===== src/rtl/cache_perf_monitor.sv =====
// Cache access monitor: classifies each request/response access as hit or miss and counts stall cycles.
// Counts visible one cycle after the classifying edge; observes only, never applies backpressure.
module cache_perf_monitor #(
    parameter int WIDTH       = 16,
    parameter int HIT_LATENCY = 1
) (
    input  logic             clk,
    input  logic             rst_n,
    input  logic             mem_read,
    input  logic             mem_write,
    input  logic             mem_resp,
    input  logic             clear,
    output logic [WIDTH-1:0] hit_count,
    output logic [WIDTH-1:0] miss_count,
    output logic [WIDTH-1:0] miss_cycle_count,
    output logic             busy
);

    typedef enum logic {
        IDLE   = 1'b0,
        ACTIVE = 1'b1
    } state_t;

    localparam logic [3:0] HIT_LAT = 4'(HIT_LATENCY);
    localparam logic [3:0] LAT_MAX = 4'hF;

    state_t     state;
    state_t     state_nxt;
    logic [3:0] lat;
    logic [3:0] lat_nxt;
    logic       req;
    logic       hit_ev;
    logic       miss_ev;
    logic       wait_ev;

    assign req = mem_read | mem_write;

    function automatic logic [WIDTH-1:0] sat_inc(input logic [WIDTH-1:0] v);
        return (&v) ? v : v + WIDTH'(1);
    endfunction

    // Stall cycles include the completing cycle, so an access finishing at
    // latency L adds exactly L - HIT_LATENCY to miss_cycle_count.
    always_comb begin
        state_nxt = state;
        lat_nxt   = lat;
        hit_ev    = 1'b0;
        miss_ev   = 1'b0;
        wait_ev   = 1'b0;
        case (state)
            IDLE: begin
                if (req) begin
                    wait_ev = (4'd1 > HIT_LAT);
                    if (mem_resp) begin
                        hit_ev  = (4'd1 <= HIT_LAT);
                        miss_ev = (4'd1 > HIT_LAT);
                    end else begin
                        state_nxt = ACTIVE;
                        lat_nxt   = 4'd2;
                    end
                end
            end
            ACTIVE: begin
                if (mem_resp) begin
                    wait_ev   = (lat > HIT_LAT);
                    hit_ev    = (lat <= HIT_LAT);
                    miss_ev   = (lat > HIT_LAT);
                    state_nxt = IDLE;
                    lat_nxt   = 4'd0;
                end else if (req) begin
                    wait_ev = (lat > HIT_LAT);
                    lat_nxt = (lat == LAT_MAX) ? LAT_MAX : lat + 4'd1;
                end else begin
                    state_nxt = IDLE;
                    lat_nxt   = 4'd0;
                end
            end
            default: begin
                state_nxt = IDLE;
                lat_nxt   = 4'd0;
            end
        endcase
    end

    always_ff @(posedge clk or negedge rst_n) begin
        if (!rst_n) begin
            state <= IDLE;
            lat   <= 4'd0;
        end else begin
            state <= state_nxt;
            lat   <= lat_nxt;
        end
    end

    // Clear only zeroes the counters; an in-flight access keeps its latency.
    always_ff @(posedge clk or negedge rst_n) begin
        if (!rst_n) begin
            hit_count        <= '0;
            miss_count       <= '0;
            miss_cycle_count <= '0;
        end else if (clear) begin
            hit_count        <= '0;
            miss_count       <= '0;
            miss_cycle_count <= '0;
        end else begin
            if (hit_ev)  hit_count        <= sat_inc(hit_count);
            if (miss_ev) miss_count       <= sat_inc(miss_count);
            if (wait_ev) miss_cycle_count <= sat_inc(miss_cycle_count);
        end
    end

    assign busy = (state == ACTIVE);

endmodule


===== config.mk =====
export PLATFORM = sky130hd
export DESIGN_NAME = cache_perf_monitor
export DESIGN_NICKNAME = d
export VERILOG_FILES = /design/src/rtl/cache_perf_monitor.sv
export SDC_FILE = /design/constraint.sdc
export NUM_CORES = 1
export LEC_CHECK = 0
export BUFFER_PORTS_ARGS = -buffer_cell sky130_fd_sc_hd__buf_2
export CORE_ASPECT_RATIO = 1.5
export CORE_MARGIN = 2
export CORE_UTILIZATION = 55
export CTS_CLUSTER_DIAMETER = 200
export DETAILED_ROUTE_END_ITERATION = 10
export PLACE_DENSITY = 0.76
export SYNTH_ARGS = -nofsm -noshare
export SYNTH_HDL_FRONTEND = slang
export SYNTH_SLANG_ARGS = --single-unit

===== constraint.sdc =====
create_clock -name clk -period 2.9 [get_ports clk]
set_input_delay 0.435 -clock clk [delete_from_list [all_inputs] [get_ports clk]]
set_output_delay 0.435 -clock clk [all_outputs]
set_load 0.05 [all_outputs]

======== Word-level counts from Yosys, hierarchy flattened ========
Index checks and enable logic that the tools add are counted.
cells by class
  order comparisons ....................... 2
  reduce and logical (&&, ||, !) cells .... 10
  $add $sub $neg .......................... 4
  multiplexer cells ....................... 29
  equal/unequal tests ..................... 6
  bitwise gates (word level) .............. 2
operator list
  operator                 count
  $mux W16                 9
  $add A16 B1 Y16 const B  3
  $reduce_and A16 Y1       3
  $mux W4                  5
  $mux W1                  10
  $ne A2 B2 Y1 const B     5
  $pmux W1 S2              4
  $pmux W4 S2              1
  $reduce_and A2 Y1        4
  $reduce_bool A2 Y1       3
  $add A4 B1 Y4 const B    1
  $eq A4 B4 Y1 const B     1
  $gt A4 B1 Y1 const B     1
  $le A4 B1 Y1 const B     1
  $not A1 Y1               1
  $or A1 B1 Y1             1
word-level totals
  logic and storage cells ................. 58
  input port bits ......................... 6
  register bits after elaboration ......... 53
  output and inout bits ................... 49

======== Longest topological paths before layout ========
Gate-level depths: netlist (run 1).
  depth in word-level cells ............... 6
  mapped depth ............................ 8
  gate-level depth less buffers ........... 7

======== Worst setup path before layout (run 1) ========
No wires, ideal clock.
  path type ............................... flip-flop to flip-flop
  start ................................... reg hit_count[0]
  end ..................................... reg hit_count[14]
  setup time .............................. 0.125 ns
  cell stages (with the launch flop) ...... 7
  data arrival time ....................... 2.400 ns
  path buffers ............................ 0
  path slack .............................. 0.375 ns
  data required time ...................... 2.775 ns
  clock period less this slack ............ 2.525 ns
  cell sequence ........................... dfrtp_1 ha_1 nand4_1 or4b_2 nor3_1 nand3_1 mux2_2
between the ends
  cells in the longest elaborated chain, start to end .. 4
  elaborated cells on any way between the ends .. 7
  those cells by class .................... add/sub: 1; eq/ne: 1; mux: 3; reduce/logical: 2
RTL lines
  element                   line  source
  start: declaration        13    output logic [WIDTH-1:0] hit_count,
  start signal: assignment  106   if (hit_ev) hit_count <= sat_inc(hit_count);
  $add A16 B1 Y16           39    return (&v) ? v : v + WIDTH'(1);
  $mux W16                  39
  $mux W16                  106
  $mux W16                  101   end else if (clear) begin
Several ways; a longest one is shown, not always the timed one. The select of a mux whose other input is x is not followed.
A chain may end at the register's enable or synchronous reset.

======== Worst setup path after layout (run 1) ========
  start ................................... reg lat[0]
  end ..................................... reg miss_cycle_count[15]
between the ends
  cells in the longest elaborated chain, start to end .. 6
RTL lines
  element                                line    source
  start: declaration                     29      logic [3:0] lat;
  start signal: assignment               91      lat <= lat_nxt;
  $gt A4 B1 Y1 *                         65, 71
  $mux W1                                70      end else if (req) begin
  $mux W1 *                              64      if (mem_resp) begin
  $pmux W1 S2 *                          50      case (state)
  $reduce_bool A2 Y1 (no source line) *  --
  $reduce_and A2 Y1 (no source line) *   --
  end signal: assignment                 108     if (wait_ev) miss_cycle_count <= sat_inc(miss_cycle_count);
  end: declaration                       15      output logic [WIDTH-1:0] miss_cycle_count,
Every way passes the cells marked *; elsewhere a longest branch is shown, timed or not.

==> out/qor.txt, run 1 <==
Clk pwr share - 36.1%
Hold/Removal Path Class - primary input to asynchronous set/reset pin
Final slew viol count - 0
Most common cell in the netlist - dfrtp_1
Startpoint class of the critical path - flop
RSZ-0062 raised after global routing - no
Maxcap violations - 0
DPL Wire Length - 4.38 mm
Ant diodes - 0
Largest family of logic cells by synthesized area - simple AND/OR/NAND/NOR gates
Top cells by area, synth - dfrtp_1, xnor2_1, nor2_1, nand3_1, nor4_1
Synthesized cell area - 2930 um2
Critical path's largest stage delay - 0.42 ns
Met1 Usage GRT - 27.2%
Starting Density - 57.3%
Per-cell routed wire length - 14.0 um
CTS tree - yes
Share of cells above drive strength 1 - 20.6%
Total negative slack - 0 ns
Die height - 93.5 um
Register area share after synthesis - 45.2%
Placed inst area - 3290 um2
Fillers - 460
Critical Path AT - 2.55 ns
Family with the most delay on the worst path - compound AO/OA/AOI/OAI gates
I/O Pins - 55
Met2 usage - 38.9%
Hold Buf Count CTS - 0
Status - completed
Net Sw Power - 0.362 mW
First-pass GRT wire length - 10.6 mm
Setup bufs post-CTS - 0
CP bufs+invs - 2
Clk sink count - 53
Pint - 1.05 mW
Final worst path period need - 2.35 ns
Cells after DPL - 433
Fmax - 426 MHz
CP Class - flop to flop
Vias in the first global route - 2409
Clock Tree Buf Depth - 2
P&R area growth vs syn - 15.9%
NumNets Final - 384
Drt first-iter violations - 126
Clock Skews - 0.0167 ns
Htree depth - 2
Clock Pin Slew Worst Setup and Hold Paths - 0.10 ns
# rows - 32
Reg2Reg Depth - 8
Total track usage - 21.7%
Least-Margin Pin Slew - 0.936 ns
WP data required - 3.10 ns
Reg power frac - 54.3%
Port Buf Inserts - 54
Initial antenna violation count - 0
Synth top area share - 45.2%
Final std cells w/o fill - 441
Proportion of synthesized area in mux cells - 2.17%
Non-Filler Cell Area, Final - 3400 um2
Sw Share - 25.7%
Final Hold Fails - 0
Largest area contributor in the netlist - dfrtp_1
Slew headroom - 37.0%
GP Congestion - 0.833
#FFs+latches synth - 53
Antenna viol nets, final - 0
Post-Synth Simple-Gate Area - 26.7%
DRT Pass-1 Iters - 4
DRC viols - 0
Global routing's busiest layer - met2
Slowest CP cell - dfrtp_1
Largest net degree at the start of global routing - 54
Logic pwr share - 9.6%
Leakage - 1.47 nW
Die ar. - 5950 um2
Via density - 5.74
Ys async rst share - 100%
Synthesis warning total - 0
Avg Cell Area, Syn - 9.26 um2
Worst path cell trace - inv_1 > ha_1 > nor2_1 > o211ai_1 > a2111oi_2 > buf_4 > nand4_1 > mux2_2
Clk root buf - clkbuf_8
Finish-stage setup viols - 0
CP max FO - 11
Adder-cell share of the synthesized area - 2.56%
VDD IR max - 0.304 mV
Post-synth EDFFs - 0
Post-CTS Resized - 0
Die X - 63.6 um
Setup crit end kind - flop
PD cells - 414 nW/um2
Crit Reg-Reg Endpoint - miss_cycle_count[15]
Congestion Overflow GR - 0
Tcrit/Tclk final - 80.9%
GRT met3 Usage - 3.25%
Main flop type after synthesis - dfrtp_1
TritonCTS buffer count - 5
Cell variety after synth - 41
CORE AREA - 5120 um2
Cells after Synth - 317
Most frequent cells after synthesis - dfrtp_1, nor2_1, xnor2_1, nand3_1, nand2_1
Via count - 2531
Reg-to-reg critical path startpoint - lat[0]
Synth Area in Compound Gates - 11.8%
Insertion delay to the later sink of the worst-skew pair - 0.31 ns
Post-Synth XOR/XNOR Area - 8.66%
Routed wire length - 6.16 mm
Internal reg-to-reg setup slack - 0.55 ns
Syn_nets - 329
-- layout by cell type (no fill, tap or decap), drive strengths merged, types with 8 or more instances in the layout --
cell	n
o31ai	8
nand2	18
o21ai	8
nor2	47
xnor2	29
a21oi	17
nor4	15
nand3	21
buf	59
nor3	8
inv	10
dfrtp	53
nand4	8
-- power by group through the flow --
stage	logic [mW]	registers, mW	clock network, mW
6_report	0.135	0.766	0.508
5_1_grt	0.151	0.769	0.549
4_1_cts	0.137	0.766	0.518
3_5_place_dp	0.137	0.781	0
3_3_place_gp	0.133	0.780	0
2_1_floorplan	0.0646	0.805	0
-- through the flow --
stage	setup slack [ns]	power, mW	hold WS [ns]	util (%)
2_1_floorplan	0.375	0.870	0.139	-
3_3_place_gp	0.624	0.913	0.447	64.2
3_5_place_dp	0.550	0.918	0.451	64.2
4_1_cts	0.552	1.42	0.109	66.4
5_1_grt	0.308	1.47	0.130	66.4
6_report	0.554	1.41	0.0858	66.4
-- metal layers --
metal,up-vias,routed length (um)
met1,1220,2720
li1,1258,-
met2,47,3180
met5,-,0
met4,0,61
met3,6,208
-- cell type report --
cell class | count | area, um2 | area share (%)
Multi-Input combinational cell | 243 | 1520 | 44.7
Sequential cell | 53 | 1330 | 39.0
Timing Repair Buffer | 59 | 320 | 9.42
Tap cell | 68 | 85.1 | 2.50
Clock buffer | 6 | 72.6 | 2.13
Clock inverter | 2 | 38.8 | 1.14
Inverter | 10 | 37.5 | 1.10
-- how the worst max path moves through the flow --
stage	slack (ns)	cells past startpoint	endpoint	startpoint
after floorplan	0.37	6	hit_count[14]	hit_count[0]
after global placement	0.62	6	hit_count[14]	hit_count[0]
after detailed placement	0.55	8	miss_cycle_count[15]	lat[0]
after CTS	0.55	8	miss_cycle_count[15]	lat[0]
after global routing	0.31	8	miss_cycle_count[15]	lat[0]
final	0.55	8	miss_cycle_count[15]	lat[0]
-- registers in the layout, indices dropped and copies added, names as in the netlist --
signal            cells
busy                  1
miss_count           16
lat                   4
miss_cycle_count     16
hit_count            16
-- worst register-to-register path: cells and delay by family, from the launching register on --
kind                     cells  cell delay, ns
AO/OA/AOI/OAI                2            0.72
multiplexers                 1            0.28
buffers and inverters        2            0.28
flip-flops                   1            0.42
adder cells (fa/ha/maj)      1            0.19
AND/OR/NAND/NOR              2            0.36
-- logic make-up after synthesis --
| logic type | count (synthesis) |
|---|---|
| AO/OA/AOI/OAI | 51 |
| adder cells (fa/ha/maj) | 6 |
| buffers and inverters | 21 |
| flip-flops | 53 |
| XOR/XNOR | 29 |
| multiplexers | 6 |
| AND/OR/NAND/NOR | 151 |
(Power assumes the default switching activity.)
==> run 2: changes to the inputs <==
- clock period: 2.9 -> 2.2 ns (I/O delays scaled with it)
==> out/qor.txt, run 2 (synthesis results as in run 1) <==
Status - completed (unchanged)
Die ar. - 5950 um2 (unchanged)
Clk root buf - clkbuf_8 (unchanged)
Clk sink count - 53 (unchanged)
Dpl ws - 0.0606 ns (was 0.550 ns)
Final setup margin - 0.0406 ns (was 0.554 ns)
Global routing's busiest layer - met2 (unchanged)
Critical Path AT - 2.40 ns (was 2.55 ns)
CP bufs+invs - 1 (was 2)
Insertion delay to the later sink of the worst-skew pair - 0.31 ns (about the same)
Htree depth - 2 (unchanged)
Clock Pin Slew Worst Setup and Hold Paths - 0.10 ns (about the same)
VDD IR max - 0.419 mV (was 0.304 mV)
Total track usage - 21.9% (was 21.7%)
P&R area growth vs syn - 21.3% (was 15.9%)
Overall power - 1.78 mW (was 1.41 mW)
Cells after DPL - 442 (was 433)
Per-cell routed wire length - 13.8 um (was 14.0 um)
I/O Pins - 55 (unchanged)
Largest regs - hit_count (16), miss_count (16), miss_cycle_count (16) (unchanged)
Initial antenna violation count - 0 (unchanged)
PD cells - 500 nW/um2 (was 414 nW/um2)
Reg2Reg Depth - 7 (was 8)
DPL Wire Length - 4.68 mm (was 4.38 mm)
Hold WS - 0.388 ns (was 0.0858 ns)
NumNets Final - 397 (was 384)
Die height - 93.5 um (unchanged)
Vias in the first global route - 2435 (was 2409)
Final slew viol count - 0 (unchanged)
CP Depth - 7 (was 8)
Most frequent cells in the layout - buf_2, nor2_1, dfrtp_1 (was buf_2, dfrtp_1, nor2_1)
Final Hold Fails - 0 (unchanged)
Non-Filler Cell Area, Final - 3560 um2 (was 3400 um2)
First-pass GRT wire length - 10.6 mm (about the same)
Total negative slack - 0 ns (unchanged)
Hold Path End - busy
Met2 usage - 40.0% (was 38.9%)
Final std cells w/o fill - 454 (was 441)
Antenna viol nets, final - 0 (unchanged)
Finish-stage setup viols - 0 (unchanged)
CP max FO - 10 (was 11)
Routed wire length - 6.25 mm (was 6.16 mm)
Maxcap violations - 0 (unchanged)
Internal reg-to-reg setup slack - 0.04 ns (was 0.55 ns)
Slowest CP cell - or4_4 (was dfrtp_1)
Ant diodes - 0 (unchanged)
Leakage - 1.51 nW (was 1.47 nW)
Share of cells above drive strength 1 - 28.5% (was 20.6%)
Family with the most delay on the worst path - simple AND/OR/NAND/NOR gates (was compound AO/OA/AOI/OAI gates)
GRT met3 Usage - 3.49% (was 3.25%)
DRT Pass-1 Iters - 4 (unchanged)
Least-Margin Pin Slew - 0.792 ns (was 0.936 ns)
Clock Skews - 0.0118 ns (was 0.0167 ns)
Drt first-iter violations - 136 (was 126)
GP Congestion - 0.815 (was 0.833)
Most used cell, CP - or4_4
Crit Reg-Reg Endpoint - hit_count[13] (was miss_cycle_count[15])
Starting Density - 57.3% (unchanged)
Most common cell after layout, fill and taps aside - buf_2 (unchanged)
CP Class - flop to flop (unchanged)
Congestion Overflow GR - 0 (unchanged)
Met1 Usage GRT - 25.7% (was 27.2%)
Fmax - 463 MHz (was 426 MHz)
Placed inst area - 3420 um2 (was 3290 um2)
Worst path cell trace - inv_1 > ha_2 > nor2_2 > o21a_4 > or4_4 > or4_4 > a21oi_2 (was inv_1 > ha_1 > nor2_1 > o211ai_1 > a2111oi_2 > buf_4 > nand4_1 > mux2_2)
Hold Path Origin - mem_read
Via count - 2598 (was 2531)
Port Buf Inserts - 54 (unchanged)
Final core utilization - 69.5% (was 66.4%)
# rows - 32 (unchanged)
Startpoint class of the critical path - flop (unchanged)
Slew headroom - 46.7% (was 37.0%)
Critical path's largest stage delay - 0.54 ns (was 0.42 ns)
Setup crit end kind - flop (unchanged)
WP data required - 2.44 ns (was 3.10 ns)
Die X - 63.6 um (unchanged)
Via density - 5.72 (was 5.74)
CORE AREA - 5120 um2 (unchanged)
Largest net degree at the start of global routing - 28 (was 54)
Tcrit/Tclk final - 98.2% (was 80.9%)
RSZ-0062 raised after global routing - yes (was no)
CTS tree - yes (unchanged)
DRC viols - 0 (unchanged)
TritonCTS buffer count - 5 (unchanged)
Clock Tree Buf Depth - 2 (unchanged)
Hold/Removal Path Class - primary input to flop (was primary input to asynchronous set/reset pin)
Reg-to-reg critical path startpoint - lat[0] (unchanged)
Hold path depth - 2
Final worst path period need - 2.16 ns (was 2.35 ns)
-- run 2: cell count changes in the layout (fill, tap and decap cells not counted), sizes merged --
cell         delta
buf            +12
bufinv          -1
dlygate4sd3     +1
inv             +1
clkinvlp        +1
clkbuf          -1
-- run 2: routing by layer --
layer / wire [um] / part of all wire, %
met1: 2650 / 42
met5: 0 / 0
met4: 73 / 1.2
met2: 3310 / 53
met3: 213 / 3.4
-- run 2: worst register-to-register path, cell delays in order, from the launching register on --
cell and delay [ns]:
dfrtp_1 0.40, inv_1 0.08, ha_2 0.17, nor2_2 0.06, o21a_4 0.23, or4_4 0.49
or4_4 0.54, a21oi_2 0.13
-- run 2: worst max path at each step --
stage / slack (ns) / startpoint / endpoint
after floorplan: -0.04 / hit_count[0] / hit_count[14]
after global placement: 0.09 / lat[3] / hit_count[13]
after detailed placement: 0.06 / lat[0] / hit_count[13]
after CTS: 0.05 / lat[0] / hit_count[13]
after global routing: -0.04 / lat[1] / hit_count[13]
final: 0.04 / lat[0] / hit_count[13]
-- run 2: final cells by class --
| class | instances | area [um2] |
|---|---|---|
| tap | 68 | 85.1 |
| clock buffer | 5 | 68.8 |
| sequential | 53 | 1340 |
| fill | 458 | 1570 |
| clock inverter | 3 | 21.3 |
| timing repair buffer | 72 | 420 |
| inverter | 10 | 37.5 |
| multi-input combinational | 243 | 1590 |
-- run 2: timing repair --
action / CTS / global route
buffers inserted: 0 / 3
gates resized for setup: 0 / 4
setup endpoints to repair: 0 / 9
hold buffers: 1 / 0
hold endpoints to repair: 16 / 0
-- run 2: power by group --
group          switching (mW)  total [mW]  leakage (nW)  internal [mW]
registers              0.0191        1.01         0.720          0.990
clock network           0.336       0.563        0.0445          0.227
logic                   0.138       0.208         0.744         0.0697
total                   0.494        1.78          1.51           1.29
==> run 3: changes to the inputs <==
- CELL_PAD_IN_SITES_DETAIL_PLACEMENT: not set -> 1
- CELL_PAD_IN_SITES_GLOBAL_PLACEMENT: not set -> 1
- CORE_UTILIZATION: 55 -> 42
- PLACE_DENSITY: 0.76 -> 0.77
==> out/qor.txt, run 3 (synthesis results as in run 1) <==
Status - completed (unchanged)
Tcrit/Tclk final - 99.4% (was 98.2%)
Pint - 1.28 mW (was 1.29 mW)
Slowest CP cell - or4_1 (was or4_4)
Setup crit end kind - flop (unchanged)
Vias in the first global route - 2731 (was 2435)
Fillers - 829 (was 458)
Total track usage - 20.6% (was 21.9%)
Most common cell after layout, fill and taps aside - buf_2 (unchanged)
Final setup margin - 0.0140 ns (was 0.0406 ns)
Slew headroom - 57.7% (was 46.7%)
Finish-stage setup viols - 0 (unchanged)
Port Buf Inserts - 54 (unchanged)
Non-Filler Cell Area, Final - 3620 um2 (was 3560 um2)
Die X - 72.2 um (was 63.6 um)
CP max FO - 9 (was 10)
WP data required - 2.42 ns (was 2.44 ns)
Net Sw Power - 0.487 mW (was 0.494 mW)
Largest regs - hit_count (16), miss_count (16), miss_cycle_count (16) (unchanged)
Dpl ws - -0.0148 ns (was 0.0606 ns)
Clock Tree Buf Depth - 2 (unchanged)
Critical path's largest stage delay - 0.49 ns (was 0.54 ns)
Hold/Removal Path Class - primary input to asynchronous set/reset pin (was primary input to flop)
Die height - 106 um (was 93.5 um)
CP Class - flop to flop (unchanged)
Final Hold Fails - 0 (unchanged)
DRT Pass-1 Iters - 4 (unchanged)
Worst path cell trace - inv_2 > ha_2 > nor2_2 > o21a_4 > or4_4 > or4_1 > a21oi_1 (was inv_1 > ha_2 > nor2_2 > o21a_4 > or4_4 > or4_4 > a21oi_2)
Clk pwr share - 30.7% (was 31.6%)
First-pass GRT wire length - 12.8 mm (was 10.6 mm)
VDD IR max - 0.327 mV (was 0.419 mV)
Ant diodes - 0 (unchanged)
Overall power - 1.77 mW (was 1.78 mW)
Final slew viol count - 0 (unchanged)
RSZ-0062 raised after global routing - yes (unchanged)
Clock Pin Slew Worst Setup and Hold Paths - 0.10 ns (about the same)
Critical Path AT - 2.41 ns (was 2.40 ns)
CTS tree - yes (unchanged)
Via count - 2711 (was 2598)
Clk sink count - 53 (unchanged)
Via density - 5.82 (was 5.72)
CORE AREA - 6810 um2 (was 5120 um2)
Least-Margin Pin Slew - 0.628 ns (was 0.792 ns)
DRC viols - 0 (unchanged)
I/O Pins - 55 (unchanged)
Routed wire length - 7.78 mm (was 6.25 mm)
Share of cells above drive strength 1 - 30.4% (was 28.5%)
P&R area growth vs syn - 23.3% (was 21.3%)
Antenna viol nets, final - 0 (unchanged)
Congestion Overflow GR - 0 (unchanged)
DPL Wire Length - 5.49 mm (was 4.68 mm)
Clock Skews - 0.00664 ns (was 0.0118 ns)
Internal reg-to-reg setup slack - 0.01 ns (was 0.04 ns)
NumNets Final - 399 (was 397)
# rows - 37 (was 32)
Final worst path period need - 2.19 ns (was 2.16 ns)
Placed inst area - 3450 um2 (was 3420 um2)
Initial antenna violation count - 0 (unchanged)
Logic pwr share - 12.2% (was 11.7%)
Drt first-iter violations - 121 (was 136)
Per-cell routed wire length - 16.7 um (was 13.8 um)
Starting Density - 43.1% (was 57.3%)
Reg2Reg Depth - 7 (unchanged)
Htree depth - 2 (unchanged)
Fmax - 457 MHz (was 463 MHz)
Startpoint class of the critical path - flop (unchanged)
Leakage - 1.52 nW (was 1.51 nW)
Largest net degree at the start of global routing - 33 (was 28)
GP Congestion - 0.812 (was 0.815)
Family with the most delay on the worst path - simple AND/OR/NAND/NOR gates (unchanged)
Clk root buf - clkbuf_8 (unchanged)
Final std cells w/o fill - 466 (was 454)
Die ar. - 7680 um2 (was 5950 um2)
Most frequent cells in the layout - buf_2, nor2_1, dfrtp_1 (unchanged)
Cells after DPL - 454 (was 442)
TritonCTS buffer count - 5 (unchanged)
PD cells - 489 nW/um2 (was 500 nW/um2)
Maxcap violations - 0 (unchanged)
Reg power frac - 57.1% (was 56.7%)
CP bufs+invs - 1 (unchanged)
Reg-to-reg critical path startpoint - lat[0] (unchanged)
Crit Reg-Reg Endpoint - hit_count[7] (was hit_count[13])
Insertion delay to the later sink of the worst-skew pair - 0.30 ns (was 0.31 ns)
Sw Share - 27.5% (was 27.7%)
[run 3: worst max-delay path by stage]
| stage | from | cells after the start | end |
|---|---|---|---|
| 3_3_place_gp | lat[0] | 7 | hit_count[13] |
| 5_1_grt | hit_count[0] | 6 | hit_count[14] |
| 2_1_floorplan | hit_count[0] | 6 | hit_count[14] |
| 4_1_cts | lat[0] | 7 | hit_count[13] |
| 6_report | lat[0] | 7 | hit_count[7] |
| 3_5_place_dp | lat[0] | 7 | hit_count[13] |
[run 3: power by group through the flow]
stage	logic [mW]	clock network, mW	registers (mW)
2_1_floorplan	0.0929	0	1.06
6_report	0.215	0.543	1.01
3_5_place_dp	0.209	0	1.03
5_1_grt	0.240	0.599	1.01
3_3_place_gp	0.205	0	1.03
4_1_cts	0.210	0.574	1.01
[run 3: routing by layer]
metal	part of all wire, %	global-route usage [%]	vias up
li1	-	-	1286
met1	41	25.1	1355
met2	54	37.0	57
met3	3.2	2.75	13
met4	1.8	5.80	0
met5	0	0	-
[run 3: stage by stage]
step	setup TNS [ns]	utilization, %	hold WS (ns)
CTS	-0.0660	52.0	0.0185
global route	-0.318	53.2	0.0402
global placement	0	50.7	0.352
floorplan	-0.0417	-	0.0344
finish	0	53.2	0.00469
detailed placement	-0.0331	50.7	0.361
[run 3: repair_timing]
item,in CTS,in global routing
gates resized for setup,0,13
buffers inserted,1,2
endpoints found under the hold margin,0,0
setup endpoints to repair,3,21
cloned,0,1
pin swaps,0,2
hold buffers,0,0
[run 3: final cells by class]
cell class,instances,area (um2),area share [%]
multi-input cells,244,1640,45.3
flip-flops and latches,53,1340,37.0
repair buffers,73,425,11.8
well taps,78,97.6,2.70
clock buffers,6,72.6,2.01
inverters,10,37.5,1.04
clock inverters,2,10.0,0.277
[run 3: worst register-to-register path: stages, from the launching register on]
cell and delay [ns]:
dfrtp_1 0.44, inv_2 0.08, ha_2 0.16, nor2_2 0.05
o21a_4 0.23, or4_4 0.48, or4_1 0.49, a21oi_1 0.18
